--- src/rtl/flit_sink_if.sv ---
// Flit input bus and packet/statistics outputs of flit_sink.
// master drives flits and clr; slave (the sink) drives the registered results.
interface flit_sink_if #(
    parameter int DATAW = 64,
    parameter int TYPEW = 2,
    parameter int VCHW  = 1,
    parameter int CNTW  = 32
);
    logic [TYPEW+DATAW-1:0] idata;
    logic                   ivalid;
    logic [VCHW-1:0]        ivch;
    logic                   clr;

    logic                   pkt_done;
    logic [VCHW-1:0]        pkt_vch;
    logic [7:0]             pkt_len;
    logic [DATAW-1:0]       pkt_dst;
    logic [CNTW-1:0]        flit_cnt;
    logic [CNTW-1:0]        pkt_cnt;
    logic [CNTW-1:0]        busy_cnt;
    logic [CNTW-1:0]        cyc_cnt;
    logic [CNTW-1:0]        tgl_cnt;
    logic                   err;
    logic [2:0]             err_code;

    modport master (
        output idata, ivalid, ivch, clr,
        input  pkt_done, pkt_vch, pkt_len, pkt_dst,
        input  flit_cnt, pkt_cnt, busy_cnt, cyc_cnt, tgl_cnt, err, err_code
    );

    modport slave (
        input  idata, ivalid, ivch, clr,
        output pkt_done, pkt_vch, pkt_len, pkt_dst,
        output flit_cnt, pkt_cnt, busy_cnt, cyc_cnt, tgl_cnt, err, err_code
    );
endinterface

--- src/rtl/flit_sink.sv ---
// Per-VC packet framing checker with saturating statistics; all outputs registered, one cycle after the flit.
// No backpressure: every flit presented with ivalid is consumed in the cycle it is sampled.
module flit_sink #(
    parameter int DATAW  = 64,
    parameter int TYPEW  = 2,
    parameter int VCHW   = 1,
    parameter int MAXLEN = 32,
    parameter int CNTW   = 32
) (
    input  logic         clk,
    input  logic         rst,
    flit_sink_if.slave   bus
);
    localparam int NVC = 2 ** VCHW;

    localparam logic [TYPEW-1:0] T_HEAD = TYPEW'(1);
    localparam logic [TYPEW-1:0] T_DATA = TYPEW'(2);
    localparam logic [TYPEW-1:0] T_TAIL = TYPEW'(3);

    typedef enum logic {
        IDLE = 1'b0,
        BODY = 1'b1
    } vc_state_t;

    typedef struct packed {
        vc_state_t        st;
        logic [7:0]       cnt;
        logic [DATAW-1:0] head;
    } vc_t;

    vc_t vc_q [NVC];
    vc_t vc_d [NVC];
    vc_t cur;

    logic [TYPEW-1:0] ftype;
    logic [DATAW-1:0] pay;
    logic             is_flit;
    logic             done_d;
    logic             err_hit;
    logic [2:0]       err_val;

    logic [DATAW-1:0] prev_q;
    logic [DATAW-1:0] diff;
    logic [CNTW-1:0]  pc;
    logic [CNTW:0]    tgl_sum;
    logic [CNTW-1:0]  tgl_nxt;

    logic             pkt_done_q;
    logic [VCHW-1:0]  pkt_vch_q;
    logic [7:0]       pkt_len_q;
    logic [DATAW-1:0] pkt_dst_q;
    logic [CNTW-1:0]  flit_cnt_q, pkt_cnt_q, busy_cnt_q, cyc_cnt_q, tgl_cnt_q;
    logic             err_q;
    logic [2:0]       err_code_q;

    function automatic logic [CNTW-1:0] sat_inc(input logic [CNTW-1:0] v);
        return (&v) ? v : v + CNTW'(1);
    endfunction

    assign ftype   = bus.idata[TYPEW+DATAW-1:DATAW];
    assign pay     = bus.idata[DATAW-1:0];
    assign cur     = vc_q[bus.ivch];
    assign is_flit = (ftype == T_HEAD) || (ftype == T_DATA) || (ftype == T_TAIL);

    // Only the addressed VC moves; any type code outside HEAD/DATA/TAIL is treated as NONE.
    always_comb begin
        vc_d    = vc_q;
        done_d  = 1'b0;
        err_hit = 1'b0;
        err_val = 3'd0;
        if (bus.ivalid) begin
            if (ftype == T_HEAD) begin
                if (cur.st == BODY) begin
                    err_hit = 1'b1;
                    err_val = 3'd1;
                end
                vc_d[bus.ivch] = '{st: BODY, cnt: 8'd0, head: pay};
            end else if (ftype == T_DATA) begin
                if (cur.st == IDLE) begin
                    err_hit = 1'b1;
                    err_val = 3'd2;
                end else if (cur.cnt == 8'(MAXLEN)) begin
                    err_hit = 1'b1;
                    err_val = 3'd4;
                    vc_d[bus.ivch].st = IDLE;
                end else begin
                    vc_d[bus.ivch].cnt = cur.cnt + 8'd1;
                end
            end else if (ftype == T_TAIL) begin
                if (cur.st == IDLE) begin
                    err_hit = 1'b1;
                    err_val = 3'd2;
                end else begin
                    vc_d[bus.ivch].st = IDLE;
                    done_d = 1'b1;
                end
            end else begin
                err_hit = 1'b1;
                err_val = 3'd3;
            end
        end
    end

    always_ff @(posedge clk or posedge rst) begin
        if (rst) begin
            for (int i = 0; i < NVC; i++) vc_q[i] <= '0;
        end else begin
            vc_q <= vc_d;
        end
    end

    assign diff = pay ^ prev_q;

    always_comb begin
        pc = '0;
        for (int i = 0; i < DATAW; i++) pc = pc + CNTW'(diff[i]);
        tgl_sum = {1'b0, tgl_cnt_q} + {1'b0, pc};
        tgl_nxt = tgl_sum[CNTW] ? '1 : tgl_sum[CNTW-1:0];
    end

    // Packet path and prev keep running through clr; only statistics and error state are cleared.
    always_ff @(posedge clk or posedge rst) begin
        if (rst) begin
            prev_q     <= '0;
            pkt_done_q <= 1'b0;
            pkt_vch_q  <= '0;
            pkt_len_q  <= '0;
            pkt_dst_q  <= '0;
            flit_cnt_q <= '0;
            pkt_cnt_q  <= '0;
            busy_cnt_q <= '0;
            cyc_cnt_q  <= '0;
            tgl_cnt_q  <= '0;
            err_q      <= 1'b0;
            err_code_q <= 3'd0;
        end else begin
            pkt_done_q <= done_d;
            if (bus.ivalid) prev_q <= pay;
            if (done_d) begin
                pkt_vch_q <= bus.ivch;
                pkt_len_q <= cur.cnt;
                pkt_dst_q <= cur.head;
            end
            if (bus.clr) begin
                flit_cnt_q <= '0;
                pkt_cnt_q  <= '0;
                busy_cnt_q <= '0;
                cyc_cnt_q  <= '0;
                tgl_cnt_q  <= '0;
                err_q      <= 1'b0;
                err_code_q <= 3'd0;
            end else begin
                cyc_cnt_q <= sat_inc(cyc_cnt_q);
                if (bus.ivalid) begin
                    busy_cnt_q <= sat_inc(busy_cnt_q);
                    tgl_cnt_q  <= tgl_nxt;
                end
                if (bus.ivalid && is_flit) flit_cnt_q <= sat_inc(flit_cnt_q);
                if (done_d) pkt_cnt_q <= sat_inc(pkt_cnt_q);
                if (err_hit) begin
                    err_q <= 1'b1;
                    if (!err_q) err_code_q <= err_val;
                end
            end
        end
    end

    assign bus.pkt_done = pkt_done_q;
    assign bus.pkt_vch  = pkt_vch_q;
    assign bus.pkt_len  = pkt_len_q;
    assign bus.pkt_dst  = pkt_dst_q;
    assign bus.flit_cnt = flit_cnt_q;
    assign bus.pkt_cnt  = pkt_cnt_q;
    assign bus.busy_cnt = busy_cnt_q;
    assign bus.cyc_cnt  = cyc_cnt_q;
    assign bus.tgl_cnt  = tgl_cnt_q;
    assign bus.err      = err_q;
    assign bus.err_code = err_code_q;
endmodule

--- src/flat_wrapper.sv ---
// flat-port wrapper written by rule: the top's interface ports become plain ports
module flit_sink_flat 
#(
    parameter int DATAW  = 64,
    parameter int TYPEW  = 2,
    parameter int VCHW   = 1,
    parameter int MAXLEN = 32,
    parameter int CNTW   = 32
)
  (clk, rst, bus_idata, bus_ivalid, bus_ivch, bus_clr, bus_pkt_done, bus_pkt_vch, bus_pkt_len, bus_pkt_dst, bus_flit_cnt, bus_pkt_cnt, bus_busy_cnt, bus_cyc_cnt, bus_tgl_cnt, bus_err, bus_err_code);
  flit_sink_if #(.DATAW(DATAW), .TYPEW(TYPEW), .VCHW(VCHW), .CNTW(CNTW)) bus_i ();
  input  logic clk;
  input  logic rst;
  input wire logic [$bits(bus_i.idata)-1:0] bus_idata;
  input wire logic [$bits(bus_i.ivalid)-1:0] bus_ivalid;
  input wire logic [$bits(bus_i.ivch)-1:0] bus_ivch;
  input wire logic [$bits(bus_i.clr)-1:0] bus_clr;
  output wire logic [$bits(bus_i.pkt_done)-1:0] bus_pkt_done;
  output wire logic [$bits(bus_i.pkt_vch)-1:0] bus_pkt_vch;
  output wire logic [$bits(bus_i.pkt_len)-1:0] bus_pkt_len;
  output wire logic [$bits(bus_i.pkt_dst)-1:0] bus_pkt_dst;
  output wire logic [$bits(bus_i.flit_cnt)-1:0] bus_flit_cnt;
  output wire logic [$bits(bus_i.pkt_cnt)-1:0] bus_pkt_cnt;
  output wire logic [$bits(bus_i.busy_cnt)-1:0] bus_busy_cnt;
  output wire logic [$bits(bus_i.cyc_cnt)-1:0] bus_cyc_cnt;
  output wire logic [$bits(bus_i.tgl_cnt)-1:0] bus_tgl_cnt;
  output wire logic [$bits(bus_i.err)-1:0] bus_err;
  output wire logic [$bits(bus_i.err_code)-1:0] bus_err_code;
  assign bus_i.idata = bus_idata;
  assign bus_i.ivalid = bus_ivalid;
  assign bus_i.ivch = bus_ivch;
  assign bus_i.clr = bus_clr;
  assign bus_pkt_done = bus_i.pkt_done;
  assign bus_pkt_vch = bus_i.pkt_vch;
  assign bus_pkt_len = bus_i.pkt_len;
  assign bus_pkt_dst = bus_i.pkt_dst;
  assign bus_flit_cnt = bus_i.flit_cnt;
  assign bus_pkt_cnt = bus_i.pkt_cnt;
  assign bus_busy_cnt = bus_i.busy_cnt;
  assign bus_cyc_cnt = bus_i.cyc_cnt;
  assign bus_tgl_cnt = bus_i.tgl_cnt;
  assign bus_err = bus_i.err;
  assign bus_err_code = bus_i.err_code;
  flit_sink #(.DATAW(DATAW), .TYPEW(TYPEW), .VCHW(VCHW), .MAXLEN(MAXLEN), .CNTW(CNTW)) u_core (.clk(clk), .rst(rst), .bus(bus_i));
endmodule
--- config.mk ---
export PLATFORM = sky130hd
export DESIGN_NAME = flit_sink_flat
export DESIGN_NICKNAME = d
export VERILOG_FILES = /design/src/rtl/flit_sink_if.sv /design/src/rtl/flit_sink.sv /design/src/flat_wrapper.sv
export SDC_FILE = /design/constraint.sdc
export NUM_CORES = 1
export LEC_CHECK = 0
export ABC_AREA = 1
export ABC_CLOCK_PERIOD_IN_PS = 27800
export CAP_MARGIN = 20
export CORE_ASPECT_RATIO = 0.6
export CORE_UTILIZATION = 53
export CTS_BUF_LIST = sky130_fd_sc_hd__clkbuf_8
export CTS_CLUSTER_SIZE = 28
export DETAILED_ROUTE_END_ITERATION = 16
export PLACE_DENSITY = 0.85
export SLEW_MARGIN = 20
export SYNTH_ARGS = -nofsm -noshare
export SYNTH_HDL_FRONTEND = slang
export SYNTH_SLANG_ARGS = --single-unit
--- constraint.sdc ---
create_clock -name clk -period 27.8 [get_ports clk]
set_clock_uncertainty 0.05 [all_clocks]
set_input_delay 5.56 -clock clk [delete_from_list [all_inputs] [get_ports clk]]
set_output_delay 5.56 -clock clk [all_outputs]
set_load 0.02 [all_outputs]
# Word level (Yosys, flattened, before mapping)
# Cells that the tools add are included.
dict set report classes {
  add_sub_neg 69
  mul 0
  n_div 0
  n_lt_le_gt_ge 2
  eq_ne 9
  shift 0
  mux 57
  bitwise_logic 2
  reduce_logical 19
}
# operator count
set op_table {}
lappend op_table {{32-bit by 1-bit adder with 32-bit output} 62}
lappend op_table {{146-bit 2-to-1 mux} 6}
lappend op_table {{32-bit 2-to-1 mux} 14}
lappend op_table {{146-bit bitwise mux} 3}
lappend op_table {{73-bit 2-to-1 mux} 5}
lappend op_table {{73-bit demux with 1-bit select} 3}
lappend op_table {{32-bit by 1-bit adder with 32-bit output, second input constant} 4}
lappend op_table {{32-bit AND reduction} 4}
lappend op_table {{72-bit 2-to-1 mux} 1}
lappend op_table {{64-bit bitwise XOR} 1}
lappend op_table {{32-bit by 32-bit adder with 33-bit output} 1}
lappend op_table {{3-bit 2-to-1 mux} 8}
lappend op_table {{1-bit 2-to-1 mux} 15}
lappend op_table {{2-bit != test, second input constant} 5}
lappend op_table {{2-bit nonzero test} 5}
lappend op_table {{8-bit by 1-bit adder with 8-bit output, second input constant} 1}
lappend op_table {{8-bit by 6-bit == test with 1-bit output, second input constant} 1}
lappend op_table {{2-bit AND reduction} 4}
lappend op_table {{2-bit == test, second input constant} 2}
lappend op_table {{2-bit 2-to-1 mux} 2}
lappend op_table {{3-bit AND reduction} 1}
lappend op_table {{3-bit nonzero test} 1}
lappend op_table {{1-bit by 1-bit adder with 2-bit output} 1}
lappend op_table {{2-bit by 1-bit == test with 1-bit output, second input constant} 1}
lappend op_table {{5 further kinds} 7}
dict set report totals {
  ff_bits 448
  latchBits 0
  mem_bits_rw 0
  romBits 0
  inputBits 71
  output_inout_bits 238
  wordCells 176
  mem_count 0
}

# Logic depth before layout (Yosys ltp)
# Gate-level depths: netlist of the first run.
dict set report logic_depth {
  depth_word 68
  depth_mapped 33
  mapped_depth_nobuf 33
}

# Least setup slack after synthesis of the first run
# Ideal clock, no wire load.
dict set report synth_timing {
  path_type {in2reg}
  startpoint {input port bus_idata[0]}
  endpoint {register u_core.tgl_cnt_q[10], in the netlist u_core.bus.tgl_cnt[10]}
  arrival_ps 12799
  t_required_ps 27620
  setup_slack_ps 14822
  path_stages 28
  n_path_buf 1
  path_cell_list {xor2_1 > ha_1 > fa_1 > fa_1 > fa_1 > fa_1 > fa_1 > fa_1 > inv_1 > fa_1 > fa_1 > fa_1 > fa_1 > inv_1 > a31oi_1 > inv_1 > a21oi_1 > o21bai_1 > ha_1 > nand2_1 > inv_1 > a21boi_0 > nand2_1 > nand3_1 > buf_2 > nand3_1 > nand2_1 > o21ai_0}
}
dict set report synth_between {
  elab_chain_len 68
}
# item line
set synth_lines {}
lappend synth_lines {{start, declared} flat_wrapper.sv:14} ;# input wire logic [$bits(bus_i.idata)-1:0] bus_idata;
lappend synth_lines {{64-bit bitwise XOR} flit_sink.sv:112} ;# assign diff = pay ^ prev_q;
lappend synth_lines {{1-bit by 1-bit adder with 2-bit output} flit_sink.sv:116} ;# for (int i = 0; i < DATAW; i++) pc = pc + CNTW'(diff[i]);
lappend synth_lines {{32-bit by 1-bit adder with 32-bit output (62 in a row)} flit_sink.sv:116}
lappend synth_lines {{32-bit by 32-bit adder with 33-bit output} flit_sink.sv:117} ;# tgl_sum = {1'b0, tgl_cnt_q} + {1'b0, pc};
lappend synth_lines {{32-bit 2-to-1 mux} flit_sink.sv:118} ;# tgl_nxt = tgl_sum[CNTW] ? '1 : tgl_sum[CNTW-1:0];
lappend synth_lines {{32-bit 2-to-1 mux} flit_sink.sv:154} ;# if (bus.ivalid) begin
lappend synth_lines {{32-bit 2-to-1 mux} flit_sink.sv:144} ;# if (bus.clr) begin
lappend synth_lines {{end signal, assigned} flit_sink.sv:156} ;# tgl_cnt_q <= tgl_nxt;
lappend synth_lines {{end, declared} flit_sink.sv:52} ;# logic [CNTW-1:0] flit_cnt_q, pkt_cnt_q, busy_cnt_q, cyc_cnt_q, tgl_cnt_q;
# No other way between the ends. The select of a mux whose other input is x is not followed.
# A chain may end at the register's enable or synchronous reset.

# Worst setup path in the final report of the first run
dict set report layout_timing {
  startpoint {input port bus_idata[1]}
  endpoint {register u_core.tgl_cnt_q[14], in the netlist u_core.bus.tgl_cnt[14]}
}
# Same word-level chain as after synthesis.

==> Implementation_results.wiki, run 1 <==
{| class="wikitable"
! Metric !! Value
|-
| H-tree levels || 3
|-
| CP endpoint kind || register
|-
| Violation count after the first detailed-routing iteration || 2573
|-
| Post-synthesis to final-layout area growth || 20.5%
|-
| Final HPWL from detailed placement || 53100 µm
|-
| Biggest cell delay along the critical path || 0.57 ns
|-
| Wire length of the first global-routing pass || 117000 µm
|-
| Synthesis Warnings || 0
|-
| Number of clock buffers inserted by TritonCTS || 70
|-
| Relative max-transition margin || 0.330
|-
| Crit-path most repeated cell || sky130_fd_sc_hd__fa_1
|-
| Area of the multi-input gates || 11500 µm²
|-
| Number of max-slew violations in the final report || 0
|-
| Buffer and inverter count on the worst path || 6
|-
| Starting density of the core || 0.543
|-
| Clock Latency Late Sink || 0.63 ns
|-
| Simple-gate area share of the yosys netlist || 0.282
|-
| Clock slew at the register clock pins of the worst setup and hold paths || 0.06 ns
|-
| Top cell family by delay on the critical path || adder cells
|-
| Total of max-cap violations || 0
|-
| Number of antenna violations at the first check in global routing || 11
|-
| Final setup vio count || 0
|-
| Count of clock tree sinks || 448
|-
| Chip height || 169 µm
|-
| Avg Inst Size Synth || 7.66 µm²
|-
| Synth top area share || 0.457
|-
| Layout fillers || 3796
|-
| Post-synthesis compound-gate area fraction || 0.0885
|-
| Die width || 280 µm
|-
| Post-synth cell types || 39
|-
| Crit path max-delay cell type || sky130_fd_sc_hd__fa_1
|-
| WP data required || 28.24 ns
|-
| Kind of critical path || input port to register
|-
| Routability cong. || 1.03
|-
| Outcome || complete, no violations
|-
| Xor/xnor cell area share of the yosys netlist || 0.0389
|-
| Global-route total usage across every layer || 0.316
|-
| Maximum achievable frequency || 73.0 MHz
|-
| Post-route ant nets || 0
|-
| # hold bufs at CTS || 0
|-
| Data arrival time of the critical path || 14.15 ns
|-
| Vias post-DR || 22900
|-
| Post-Synth Adder-Cell Area || 0.0597
|-
| # resized after CTS || 0
|-
| Via count normalized by instance count || 5.49
|-
| Post-Syn Area || 24500 µm²
|-
| Fraction of synthesized area in multiplexers || 0
|-
| Top cell type by total area after synthesis || sky130_fd_sc_hd__dfrtp_1
|-
| First drt pass iteration count || 6
|-
| Overall overflow remaining after global route || 0
|-
| Leading register cell type out of synthesis || sky130_fd_sc_hd__dfrtp_1
|-
| Root Driver || sky130_fd_sc_hd__clkbuf_8
|-
| Worst-path fanout max || 23
|-
| Hold Path Class || register to register
|-
| Unrepaired setup endpoints after global routing || no
|-
| Combined flip-flop and latch cell area || 11200 µm²
|-
| Number of buffers added on ports || 308
|-
| CTS tree || built
|-
| Sequential cell area fraction in the yosys report || 0.457
|-
| Number of global-route vias before repair || 20800
|-
| Pin count of the biggest net entering global routing || 173
|-
| Synth top area cells || sky130_fd_sc_hd__dfrtp_1, sky130_fd_sc_hd__nand2_1, sky130_fd_sc_hd__o21ai_0
|-
| Die Outline Area || 47200 µm²
|-
| Most instantiated library cell after synthesis || sky130_fd_sc_hd__nand2_1
|-
| Clk buf depth || 3
|-
| Synth cell count leaders || sky130_fd_sc_hd__nand2_1, sky130_fd_sc_hd__dfrtp_1, sky130_fd_sc_hd__inv_1
|-
| Final hold violation count || 0
|-
| Tightest Pin Transition || 1.00 ns
|-
| NumNets Final || 3633
|-
| Net count of the mapped netlist || 3355
|-
| Number of cells produced by synthesis || 3200
|-
| Main combinational cell family by area after synthesis || simple AND/OR/NAND/NOR gates
|-
| Post-route fraction of the period consumed by the critical path || 0.493
|-
| Post-CTS setup repair buffer count || 0
|-
| Routed len/inst || 17.8 µm
|-
| DRC violations left || 0
|-
| Core area || 45200 µm²
|-
| Final critical path time including I/O delays and setup || 13.70 ns
|-
| Std-Cell Rows || 60
|-
| Wire length after detailed routing || 74200 µm
|-
| EDFF count, synth || 0
|-
| Number of I/O pins || 309
|-
| Flip-flop and latch count after synthesis || 448
|-
| CP startpoint kind || input port
|-
| Sum of negative setup slack || 0 ns
|-
| Fraction of final layout cells with drive strength greater than 1 || 0.0492
|-
| Async set-or-reset flop fraction in the synthesized netlist || 1.00
|}
==> worst paths after layout <==
path / start / slack, ns / cells after the start / to
worst max register to register: u_core.prev_q[0] / 19.10 / 28 / u_core.bus.tgl_cnt[14]
worst min register to register: u_core.vc_q[67] / 0.42 / 2 / u_core.vc_q[67]
max in group asynchronous: rst / 20.29 / 4 / u_core.bus.pkt_dst[43]
worst max-delay path: bus_idata[1] / 14.10 / 29 / u_core.bus.tgl_cnt[14]
worst min-delay path: u_core.vc_q[67] / 0.42 / 2 / u_core.vc_q[67]
min in group asynchronous: rst / 5.38 / 2 / u_core.bus.pkt_len[7]
==> layout by cell type, fill, tap and decap left out, types with 19 or more instances in the layout <==
master,n
sky130_fd_sc_hd__xnor2_1,47
sky130_fd_sc_hd__clkbuf_8,92
sky130_fd_sc_hd__nand3_1,221
sky130_fd_sc_hd__clkdlybuf4s50_1,306
sky130_fd_sc_hd__dfrtp_1,448
sky130_fd_sc_hd__nor2_1,222
sky130_fd_sc_hd__nand2_1,1110
sky130_fd_sc_hd__inv_1,339
sky130_fd_sc_hd__nand4_1,33
sky130_fd_sc_hd__ha_1,29
sky130_fd_sc_hd__o21ai_0,304
sky130_fd_sc_hd__buf_4,19
sky130_fd_sc_hd__xor2_1,62
sky130_fd_sc_hd__fa_1,55
sky130_fd_sc_hd__o22ai_1,64
sky130_fd_sc_hd__nor3_1,75
==> through the flow <==
stage | utilization | worst slack (ns) | cell area [µm²] | cells | hold slack, ns
floorplan | - | 9.70 | 24500 | 3200 | 0.392
global placement | 0.620 | 13.66 | 28000 | 4026 | 0.406
detailed placement | 0.620 | 13.49 | 28000 | 4026 | 0.410
CTS | 0.653 | 14.15 | 29500 | 4154 | 0.425
global route | 0.654 | 13.72 | 29500 | 4162 | 0.439
finish | 0.654 | 14.10 | 29500 | 4163 | 0.424
==> logic make-up (layout without fill, tap and decap cells) <==
logic type      after synthesis  in the layout
flops                       448            448
compound gates              408            408
other cells                   0              9
buf+inv                     458            792
simple gates               1693           1693
fa+ha+maj                    84             84
xor+xnor                    109            109
==> area by class of cell <==
| cell class | count | area share |
|---|---|---|
| Antenna cell | 9 | 0.000762 |
| Clock buffer | 92 | 0.0429 |
| Clock inverter | 36 | 0.00826 |
| Inverter | 337 | 0.0431 |
| Multi-Input combinational cell | 2294 | 0.390 |
| Sequential cell | 448 | 0.379 |
| Tap cell | 620 | 0.0263 |
| Timing Repair Buffer | 327 | 0.109 |
==> metal layers <==
metal  GRT usage  routed length (µm)  vias to the layer above
met5           0                  17                        -
met3      0.0955                8740                      127
met4      0.0995                1930                        2
li1            -                   -                    10800
met2       0.414               29600                     1261
met1       0.491               34000                    10700
==> sequential cells by signal (all words and copies together) (netlist names) <==
| name | cells |
|---|---|
| u_core.bus.pkt_cnt | 32 |
| u_core.bus.err_code | 3 |
| u_core.bus.tgl_cnt | 32 |
| u_core.bus.flit_cnt | 32 |
| u_core.bus.cyc_cnt | 32 |
| u_core.bus.pkt_done | 1 |
| u_core.bus.busy_cnt | 32 |
| u_core.prev_q | 64 |
| u_core.vc_q | 146 |
| u_core.bus.pkt_len | 8 |
| u_core.bus.err | 1 |
| u_core.bus.pkt_vch | 1 |
| u_core.bus.pkt_dst | 64 |
==> worst register-to-register path, delay by kind of cell, from the launching register on <==
family | cells | cell delay (ns)
XOR/XNOR | 1 | 0.15
AND/OR/NAND/NOR | 5 | 0.92
buffers and inverters | 5 | 0.62
AO/OA/AOI/OAI | 5 | 0.70
adder cells (fa/ha/maj) | 12 | 5.73
flip-flops | 1 | 0.40
Power of run 1 is not shown: default switching activity piles up to over one toggle a cycle in this logic, so the estimate is an artifact.
==> inputs of run 2 (changes only) <==
--- a/config.mk
+++ b/config.mk
@@ -6,7 +6,7 @@
 export NUM_CORES = 1
 export LEC_CHECK = 0
 export ABC_AREA = 1
-export ABC_CLOCK_PERIOD_IN_PS = 27800
+export ABC_CLOCK_PERIOD_IN_PS = 13600
 export CAP_MARGIN = 20
 export CORE_ASPECT_RATIO = 0.6
 export CORE_UTILIZATION = 53
==> constraint.sdc (replaced) <==
create_clock -name clk -period 13.6 [get_ports clk]
set_clock_uncertainty 0.05 [all_clocks]
set_input_delay 2.72 -clock clk [delete_from_list [all_inputs] [get_ports clk]]
set_output_delay 2.72 -clock clk [all_outputs]
set_load 0.02 [all_outputs]
==> run 2 against run 1 <==
Net effect: critical path depth stayed put; cell area grew 0.19%; sequential cell count unchanged; register-to-register slack got worse by 14 ns; non-clock buffer count is 3 higher; global-route usage fell by 0.24 points; routed wire length shrank 0.45%; sequential share of layout area fell by 0.071 points; final cell count about the same; worst setup slack worse by 11 ns; count of clock-buffer cells in the layout down 6; critical path type unchanged.
==> Implementation_results.wiki, run 2 (same netlist as run 1, synthesis figures left out) <==
{| class="wikitable"
! Metric !! Value
|-
| Final hold violation count || 0
|-
| Top cell family by delay on the critical path || adder cells
|-
| DRC violations left || 0
|-
| Starting density of the core || 0.543
|-
| Crit path max-delay cell type || sky130_fd_sc_hd__fa_1
|-
| Pin count of the biggest net entering global routing || 186
|-
| Commonest cells after routing, fill and taps aside || sky130_fd_sc_hd__nand2_1, sky130_fd_sc_hd__dfrtp_1, sky130_fd_sc_hd__inv_1, sky130_fd_sc_hd__clkdlybuf4s50_1, sky130_fd_sc_hd__o21ai_0
|-
| Pre-CTS WS || 2.26 ns
|-
| Outcome || complete, no violations
|-
| Number of buffers added on ports || 308
|-
| CP endpoint kind || register
|-
| WP data required || 14.02 ns
|-
| Crit-path most repeated cell || sky130_fd_sc_hd__fa_1
|-
| # resized after CTS || 0
|-
| Flip-flop count of the largest register after layout || 146
|-
| Die Outline Area || 47200 µm²
|-
| Die width || 280 µm
|-
| Via count normalized by instance count || 5.47
|-
| Final core utilization || 0.655
|-
| Number of global-route vias before repair || 20700
|-
| Wire length of the first global-routing pass || 116000 µm
|-
| # hold bufs at CTS || 0
|-
| Relative max-transition margin || 0.350
|-
| Worst-path fanout max || 32
|-
| Overall overflow remaining after global route || 0
|-
| Flop-to-flop setup slack || 4.98 ns
|-
| H-tree levels || 3
|-
| Total of max-cap violations || 0
|-
| NumNets Final || 3636
|-
| Most common library cell in the layout ignoring fill and taps || sky130_fd_sc_hd__nand2_1
|-
| Routability cong. || 1.03
|-
| Final critical path time including I/O delays and setup || 10.76 ns
|-
| Fraction of final layout cells with drive strength greater than 1 || 0.0506
|-
| Violation count after the first detailed-routing iteration || 2954
|-
| Clk buf depth || 3
|-
| Post-route standard cell area excluding fillers || 29600 µm²
|-
| Wire length after detailed routing || 73900 µm
|-
| Buffer and inverter count on the worst path || 6
|-
| Number of antenna violations at the first check in global routing || 11
|-
| Tightest Pin Transition || 0.974 ns
|-
| Kind of critical path || input port to register
|-
| Number of I/O pins || 309
|-
| Post-synthesis to final-layout area growth || 20.7%
|-
| Biggest cell delay along the critical path || 0.56 ns
|-
| Maximum achievable frequency || 92.9 MHz
|-
| Routed len/inst || 17.7 µm
|-
| CP startpoint kind || input port
|-
| Final HPWL from detailed placement || 52300 µm
|-
| Biggest register || u_core.vc_q
|-
| Clock slew at the register clock pins of the worst setup and hold paths || 0.07 ns
|-
| First drt pass iteration count || 6
|-
| Hold Path Class || register to register
|-
| Vias post-DR || 22800
|-
| Root Driver || sky130_fd_sc_hd__clkbuf_8
|-
| Sum of negative setup slack || 0 ns
|-
| CTS tree || built
|-
| Chip height || 169 µm
|-
| Clock Latency Late Sink || 0.66 ns
|-
| Post-route ant nets || 0
|-
| Unrepaired setup endpoints after global routing || no
|-
| Post-Place Cell Area || 28000 µm²
|-
| Std-Cell Rows || 60
|-
| Number of max-slew violations in the final report || 0
|-
| Data arrival time of the critical path || 11.18 ns
|-
| Final setup vio count || 0
|-
| Number of clock buffers inserted by TritonCTS || 70
|-
| Worst setup margin || 2.84 ns
|-
| Core area || 45200 µm²
|-
| Post-route fraction of the period consumed by the critical path || 0.791
|-
| Count of clock tree sinks || 448
|-
| Global-route total usage across every layer || 0.313
|-
| Post-CTS setup repair buffer count || 0
|}
[run 2: layout make-up]
cell class              instances  area [µm²]
diodes                          8        20.0
clock buffers                  86        1180
clock inverters                42         345
fillers                      3817       15600
inverters                     337        1270
multi-input cells            2294       11500
flip-flops and latches        448       11200
well taps                     620         776
repair buffers                330        3270
[run 2: stage by stage]
step / hold slack [ns] / instances
after floorplan: 0.392 / 3200
after global placement: 0.405 / 4028
after detailed placement: 0.410 / 4028
after CTS: 0.426 / 4156
after global routing: 0.447 / 4165
final: 0.427 / 4165
[run 2: worst register-to-register path: cells and delay by family (launching register included)]
family	cells	cell delay, ns
AO/OA/AOI/OAI	5	0.73
AND/OR/NAND/NOR	5	0.71
buffers and inverters	5	0.63
adder cells (fa/ha/maj)	12	5.79
XOR/XNOR	1	0.15
flip-flops	1	0.39
[run 2: routing by layer]
metal	GRT usage	up-vias	wire length, µm
li1	-	10800	-
met4	0.0893	4	1770
met5	0	-	27
met3	0.0834	153	8450
met1	0.497	10700	34100
met2	0.413	1190	29500
[run 2: final timing paths]
check | start | cells after the start | end
setup / recovery | bus_idata[0] | 29 | u_core.bus.tgl_cnt[7]
hold / removal | u_core.vc_q[67] | 2 | u_core.vc_q[67]
setup reg to reg | u_core.prev_q[0] | 28 | u_core.bus.tgl_cnt[7]
hold reg to reg | u_core.vc_q[67] | 2 | u_core.vc_q[67]
max in group asynchronous | rst | 5 | u_core.bus.tgl_cnt[23]
min in group asynchronous | rst | 3 | u_core.bus.cyc_cnt[30]
Power of run 2 is left out for the same reason.
